## config.mk

```make
export PLATFORM = sky130hd
export DESIGN_NAME = module_scan_ctrl
export DESIGN_NICKNAME = d
export VERILOG_FILES = /design/src/rtl/module_scan_ctrl.sv
export SDC_FILE = /design/constraint.sdc
export NUM_CORES = 1
export LEC_CHECK = 0
export ABC_AREA = 1
export CORE_MARGIN = 1
export CORE_UTILIZATION = 42
export DETAILED_ROUTE_END_ITERATION = 16
export PLACE_DENSITY = 0.66
export SETUP_SLACK_MARGIN = 0.02
export SLEW_MARGIN = 20
export SYNTH_ARGS = -nofsm -noshare
export SYNTH_HDL_FRONTEND = slang
export SYNTH_SLANG_ARGS = --single-unit
export TNS_END_PERCENT = 10
```

## constraint.sdc

```tcl
create_clock -name clk -period 2.5 [get_ports clk]
set_input_delay 0.25 -clock clk [delete_from_list [all_inputs] [get_ports clk]]
set_output_delay 0.25 -clock clk [all_outputs]
set_load 0.02 [all_outputs]
```

## src/rtl/module_scan_ctrl.sv

```systemverilog
// Four-digit display scan controller: walks SHOW/BLANK slots per digit and
// presents a double-buffered nibble plus a gated one-hot digit enable.
module module_scan_ctrl #(
  parameter int TICKS_ON    = 27000,
  parameter int TICKS_BLANK = 270
) (
  input  logic        clk,
  input  logic        rst,
  input  logic        en,
  input  logic        load,
  input  logic [15:0] data,
  input  logic [3:0]  dig_en,
  output logic [1:0]  sel,
  output logic [3:0]  digit,
  output logic [3:0]  nibble,
  output logic        frame_done
);

  localparam int CNT_MAX = (TICKS_ON > TICKS_BLANK) ?
                           ((TICKS_ON > 2) ? TICKS_ON : 2) :
                           ((TICKS_BLANK > 2) ? TICKS_BLANK : 2);
  localparam int CNT_W = $clog2(CNT_MAX);

  localparam logic [1:0] ST_IDLE  = 2'd0;
  localparam logic [1:0] ST_SHOW  = 2'd1;
  localparam logic [1:0] ST_BLANK = 2'd2;

  localparam logic [CNT_W-1:0] ON_LAST    = CNT_W'(TICKS_ON - 1);
  localparam logic [CNT_W-1:0] BLANK_LAST = CNT_W'(TICKS_BLANK - 1);

  logic [1:0]       state_q, state_d;
  logic [1:0]       sel_q, sel_d;
  logic [CNT_W-1:0] cnt_q, cnt_d;
  logic [15:0]      data_sh_q, data_sh_d;
  logic [3:0]       mask_sh_q, mask_sh_d;
  logic [15:0]      data_act_q, data_act_d;
  logic [3:0]       mask_act_q, mask_act_d;
  logic [3:0]       digit_q, digit_d;
  logic [3:0]       nibble_q, nibble_d;
  logic             frame_done_q, frame_done_d;
  logic             wrap_s;

  function automatic logic [3:0] onehot4(input logic [1:0] idx);
    logic [3:0] oh;
    case (idx)
      2'd0:    oh = 4'b0001;
      2'd1:    oh = 4'b0010;
      2'd2:    oh = 4'b0100;
      2'd3:    oh = 4'b1000;
      default: oh = 4'b0000;
    endcase
    return oh;
  endfunction

  function automatic logic [3:0] slice4(input logic [15:0] d, input logic [1:0] idx);
    logic [3:0] n;
    case (idx)
      2'd0:    n = d[3:0];
      2'd1:    n = d[7:4];
      2'd2:    n = d[11:8];
      2'd3:    n = d[15:12];
      default: n = 4'h0;
    endcase
    return n;
  endfunction

  // Scan sequencing: slot timing, digit advance and wrap detection.
  always_comb begin
    state_d = state_q;
    sel_d   = sel_q;
    cnt_d   = cnt_q + CNT_W'(1);
    wrap_s  = 1'b0;
    case (state_q)
      ST_IDLE: begin
        sel_d = 2'd0;
        cnt_d = '0;
        if (en) begin
          state_d = ST_SHOW;
        end else begin
          state_d = ST_IDLE;
        end
      end
      ST_SHOW: begin
        if (!en) begin
          state_d = ST_IDLE;
          sel_d   = 2'd0;
          cnt_d   = '0;
        end else if (cnt_q == ON_LAST) begin
          cnt_d = '0;
          if (TICKS_BLANK == 0) begin
            sel_d  = sel_q + 2'd1;
            wrap_s = (sel_q == 2'd3);
          end else begin
            state_d = ST_BLANK;
          end
        end else begin
          state_d = ST_SHOW;
        end
      end
      ST_BLANK: begin
        if (!en) begin
          state_d = ST_IDLE;
          sel_d   = 2'd0;
          cnt_d   = '0;
        end else if (cnt_q == BLANK_LAST) begin
          state_d = ST_SHOW;
          sel_d   = sel_q + 2'd1;
          cnt_d   = '0;
          wrap_s  = (sel_q == 2'd3);
        end else begin
          state_d = ST_BLANK;
        end
      end
      default: begin
        state_d = ST_IDLE;
        sel_d   = 2'd0;
        cnt_d   = '0;
      end
    endcase
  end

  // Double buffer: shadow always takes a load; active follows shadow only in
  // IDLE or at the frame wrap, so a load on the wrap edge is shown immediately.
  always_comb begin
    data_sh_d  = data_sh_q;
    mask_sh_d  = mask_sh_q;
    data_act_d = data_act_q;
    mask_act_d = mask_act_q;
    if (load) begin
      data_sh_d = data;
      mask_sh_d = dig_en;
    end else begin
      data_sh_d = data_sh_q;
      mask_sh_d = mask_sh_q;
    end
    if ((state_q == ST_IDLE) || wrap_s) begin
      data_act_d = data_sh_d;
      mask_act_d = mask_sh_d;
    end else begin
      data_act_d = data_act_q;
      mask_act_d = mask_act_q;
    end
  end

  // Output decode from next state so the registered outputs line up with it.
  always_comb begin
    digit_d      = 4'b0000;
    nibble_d     = 4'h0;
    frame_done_d = wrap_s;
    if (state_d == ST_SHOW) begin
      digit_d  = onehot4(sel_d) & mask_act_d;
      nibble_d = slice4(data_act_d, sel_d);
    end else begin
      digit_d  = 4'b0000;
      nibble_d = 4'h0;
    end
  end

  // State and output registers.
  always_ff @(posedge clk) begin
    if (rst) begin
      state_q      <= ST_IDLE;
      sel_q        <= 2'd0;
      cnt_q        <= '0;
      data_sh_q    <= 16'h0000;
      mask_sh_q    <= 4'h0;
      data_act_q   <= 16'h0000;
      mask_act_q   <= 4'h0;
      digit_q      <= 4'b0000;
      nibble_q     <= 4'h0;
      frame_done_q <= 1'b0;
    end else begin
      state_q      <= state_d;
      sel_q        <= sel_d;
      cnt_q        <= cnt_d;
      data_sh_q    <= data_sh_d;
      mask_sh_q    <= mask_sh_d;
      data_act_q   <= data_act_d;
      mask_act_q   <= mask_act_d;
      digit_q      <= digit_d;
      nibble_q     <= nibble_d;
      frame_done_q <= frame_done_d;
    end
  end

  assign sel        = sel_q;
  assign digit      = digit_q;
  assign nibble     = nibble_q;
  assign frame_done = frame_done_q;

endmodule

```

# Word-level counts from Yosys, hierarchy flattened
# Cells that the tools add are included.
# totals
romBits	0
reg_bits	68
latch_bits	0
inputBits	24
mem_count	0
ram_bits	0
out_inout_bits	11
elab_cells	52
# classes
n_bitwise	2
n_div	0
mux	25
addsub	2
multipliers	0
n_eq_ne	9
n_reduce_logical	4
order_cmp	0
n_shift	0
# ops
operator	n
$mux 15	4
$mux 16	2
$pmux 4 s4	2
$pmux 15 s2	1
$add 15x1->15 const B	1
$eq 15x15->1 const B	1
$eq 15x9->1 const B	1
$mux 2	7
$mux 4	3
$eq 2x2->1 const B	4
$eq 2x1->1 const B	3
$pmux 2 s3	1
$and 4x4->4	1
$logic_not 2->1	2
$mux 1	4
$pmux 2 s2	1
$add 2x1->2 const B	1
$reduce_or 2->1	1
$logic_or 1x1->1	1
$not 1->1	1

# Logic depth before layout (Yosys ltp)
# depth
ltp_word	8
ltp_mapped	17
ltp_nobuf	17

# Worst setup path after synthesis
# No wires, ideal clock.
# synth_path
kind	flip-flop to flip-flop
from	reg cnt_q[0]
to	reg nibble_q[1], in the netlist nibble[1]
period_less_slack_ns	1.679
setup_time_ns	0.111
required_ns	2.389
stages_incl_launch_ff	14
arrival_time_ns	1.567
slack_ns	0.821
path_cell_list	dfxtp_1 -> ha_1 -> nand2_1 -> inv_1 -> nand2_1 -> nor2_2 -> nand4_4 -> nand2_4 -> buf_6 -> nand2_1 -> o21ai_0 -> nor2_1 -> nor2_1 -> nor2_1
# synth_between
elab_chain_cells	7
# synth_lines
item	line_no	rtl
start: declaration	33	logic [CNT_W-1:0] cnt_q, cnt_d;
start signal: assignment	175	cnt_q <= cnt_d;
branches (longest 7 deep; another with $eq 15x9->1)	-	
end signal: assignment	181	nibble_q <= nibble_d;
end: declaration	39	logic [3:0] nibble_q, nibble_d;
# Several ways; the timed one is not identified.
# A chain may end at the register's enable or synchronous reset.

# Final worst setup path
# Same ends and word-level chain as after synthesis.

==> summary.txt <==
Worst setup path
  – Worst setup endpoint: nibble[1]
  – R2r setup slk: 0.49 ns
  – Top delay family on crit path: simple AND/OR/NAND/NOR gates
  – CP startpoint: cnt_q[0]
  – Worst path buffer plus inverter count: 1
  – Reg2reg end: nibble[1]
  – Crit-path cells: ha_1 -> nand2_1 -> inv_1 -> nand2_1 -> nor2_2 -> nand4_4 -> nand2_4 -> nand2_1 -> o21ai_0 -> nor2_1 -> nor2_1 -> nor2_1
  – Worst Path Max Fanout: 32
  – CP startpoint kind: flip-flop
  – CP endpoint kind: flip-flop
  – Critical Path AT: 2.27 ns
  – Largest stage delay, worst path: 0.38 ns
  – Cell depth of the worst setup path: 12
  – Critical path class: flip-flop to flip-flop
  – Reg2reg start: cnt_q[0]
  – FF-to-FF path depth: 12
  – Critical-path top delay cell: dfxtp_1
  – WP data required: 2.76 ns

Global route
  – Global Route Usage Sum: 0.181
  – First-pass GRT wire length: 10400 um
  – Vias in the first global route: 2371
  – Grt total ovfl: 0
  – Largest net degree at the start of global routing: 45
  – Initial antenna violation count: 0

Place
  – Placed Cells: 503
  – HPWL after DPL: 4120 um
  – Global placement routability congestion: 0.800
  – PortBufs: 34
  – Post-place instance area: 3350 sq um

Detailed routing
  – DR vias/cell: 4.68
  – DR WL/cell: 11.2 um
  – Routed via count: 2430
  – Residual DRC: 0
  – Initial DRC Count: 112
  – Total Routed Length: 5820 um
  – TritonRoute pass-1 iters: 4
  – Routed Antenna Nets: 0

Yosys
  – Top cells by count, synth: nor2_1, nand2_1, dfxtp_1
  – Synth async-reset ratio: 0
  – Number of flops mapped to enable cells by yosys: 0
  – Avg Cell Area, Syn: 7.71 sq um
  – Synth area leaders: dfxtp_1, nor2_1, nand2_1, inv_1, mux2i_1
  – Yosys reg bits: 68
  – Primary FF master, synth: dfxtp_1
  – Yosys Warn Count: 0
  – Area leader, netlist: dfxtp_1
  – Synth cell types: 31
  – Synthesized Nets: 413
  – Most frequent cell after synthesis: nor2_1
  – Mapped Area: 2940 sq um
  – Register area share after synthesis: 0.462
  – Post-synth top area share: 0.462
  – Cells after Synth: 382

Clock tree
  – Setup Buffers After CTS: 0
  – Worst-path clk slew: 0.08 ns
  – Root Driver: clkbuf_8
  – Clk buf depth: 2
  – TritonCTS buffer count: 9
  – Worst-Skew Late Latency: 0.35 ns
  – Sink Count: 68
  – Hold_buf cts: 0
  – H-tree levels: 3
  – Post-CTS sizing: 0
  – CTS tree: done

Floorplan
  – Cell Rows: 30
  – Area of the die: 7350 sq um
  – Core ar.: 6790 sq um
  – Number of top-level pins: 35
  – Die H: 85.7 um
  – Initial Util: 0.433
  – Chip Width: 85.7 um

Timing
  – Period utilization: 0.803
  – RSZ-0062 raised after global routing: false
  – Worst-Margin Slew: 0.443 ns
  – Slew Limit Headroom: 0.705
  – Fin Setup TNS: 0 ns
  – Final hold vios: 0
  – Final setup viols: 0
  – Max Slew Vio Count: 0
  – Clk_skew: 0.0106 ns
  – Max Freq: 498 MHz
  – Final Critical Period: 2.01 ns

Pwr
  – P per Cell Area: 664 nW/um^2
  – Leak pwr: 1.62 nW
  – Max IR drop VDD: 0.294 mV

Cells and area
  – Ant diodes: 0
  – Final instance area: 3570 sq um
  – Layout cells sized above 1: 0.102
  – Fin util: 0.526
  – Area growth, synth to finish: 21.3%
  – Post-route insts no fill: 519
  – Final net count: 449

Job
  – Max cap viols: 0

Run status
  – Status: completed

Worst hold path
  – Hold Path Class: flip-flop to flip-flop
[worst reg2reg max path, stage by stage (launching register included)]
cell and delay, ns:
dfxtp_1 0.38, ha_1 0.18, nand2_1 0.05, inv_1 0.04, nand2_1 0.06, nor2_2 0.19
nand4_4 0.22, nand2_4 0.33, nand2_1 0.11, o21ai_0 0.12, nor2_1 0.08, nor2_1 0.11
nor2_1 0.04
[how the worst min path moves through the flow]
stage / start / endpoint / slack (ns) / cells past startpoint
6_report: cnt_q[0] / cnt_q[0] / 0.48 / 1
3_5_place_dp: cnt_q[0] / cnt_q[0] / 0.47 / 1
5_1_grt: data_sh_q[10] / data_sh_q[10] / 0.52 / 2
3_3_place_gp: cnt_q[0] / cnt_q[0] / 0.45 / 1
2_1_floorplan: data[0] / data_sh_q[0] / 0.42 / 2
4_1_cts: cnt_q[0] / cnt_q[0] / 0.49 / 1
[through the flow]
stage / worst slack, ns / power, W / hold WS [ns]
after global placement: 0.489 / 0.00139 / 0.451
after CTS: 0.467 / 0.00240 / 0.488
after floorplan: 0.821 / 0.00132 / 0.417
after global routing: 0.236 / 0.00249 / 0.516
after detailed placement: 0.416 / 0.00139 / 0.471
final: 0.493 / 0.00237 / 0.478
[cells by family (layout without fill, tap and decap cells)]
kind of cell	Yosys count	count (layout)	share of synthesized area
compound gates	39	39	0.0701
xor+xnor	4	4	0.0119
fa+ha+maj	7	7	0.0297
buf+inv	52	93	0.0773
flops	68	68	0.462
mux	12	12	0.0408
simple gates	200	200	0.308
[flip-flops by register name (all words and copies together), names as in the netlist]
register / flops
digit: 4
state_q: 2
data_sh_q: 16
frame_done: 1
mask_act_q: 4
nibble: 4
cnt_q: 15
mask_sh_q: 4
data_act_q: 16
sel: 2
[where the power goes]
part / switching [W] / internal [W] / leakage [nW]
sequential: 0.0000138 / 0.00114 / 0.558
clock: 0.000440 / 0.000566 / 0.110
combinational: 0.000124 / 0.0000938 / 0.948
[routing by layer]
metal  track usage  part of all wire  vias to the layer above
met5             0                 0                        -
met2         0.292              0.46                       37
li1              -                 -                     1283
met4        0.0727             0.015                        0
met1         0.222              0.49                     1101
met3        0.0597             0.039                        9
[layout by cell type (no fill, tap or decap)]
master and instances:
nor2_1 72, nand2_1 70, dfxtp_1 68, inv_1 36, clkdlybuf4s50_1 34, nand3_1 24, o21ai_0 21, a21oi_1 14
mux2i_1 12, clkbuf_8 9, nand2_2 8, nor3_1 8, ha_1 7, nand4_1 4, nor2_2 3, nand2_4 3
inv_2 3, nor3b_1 3, xor2_1 3, buf_4 3, nor2_4 2, o21ai_2 2, bufinv_16 2, clkinv_4 2
or2_4 1, nand4_4 1, clkinv_1 1, nand3_2 1, a211oi_1 1, a31oi_1 1, xnor2_1 1, inv_6 1
clkinvlp_4 1, clkinv_2 1
[cell type report]
class / count / area [sq um]
sequential: 68 / 1360
clock inverter: 7 / 98.8
fill: 677 / 3220
tap: 96 / 120
clock buffer: 9 / 124
timing repair buffer: 37 / 363
inverter: 40 / 150
multi-input combinational: 262 / 1360
Note: power is estimated with default switching activity, not from simulation.
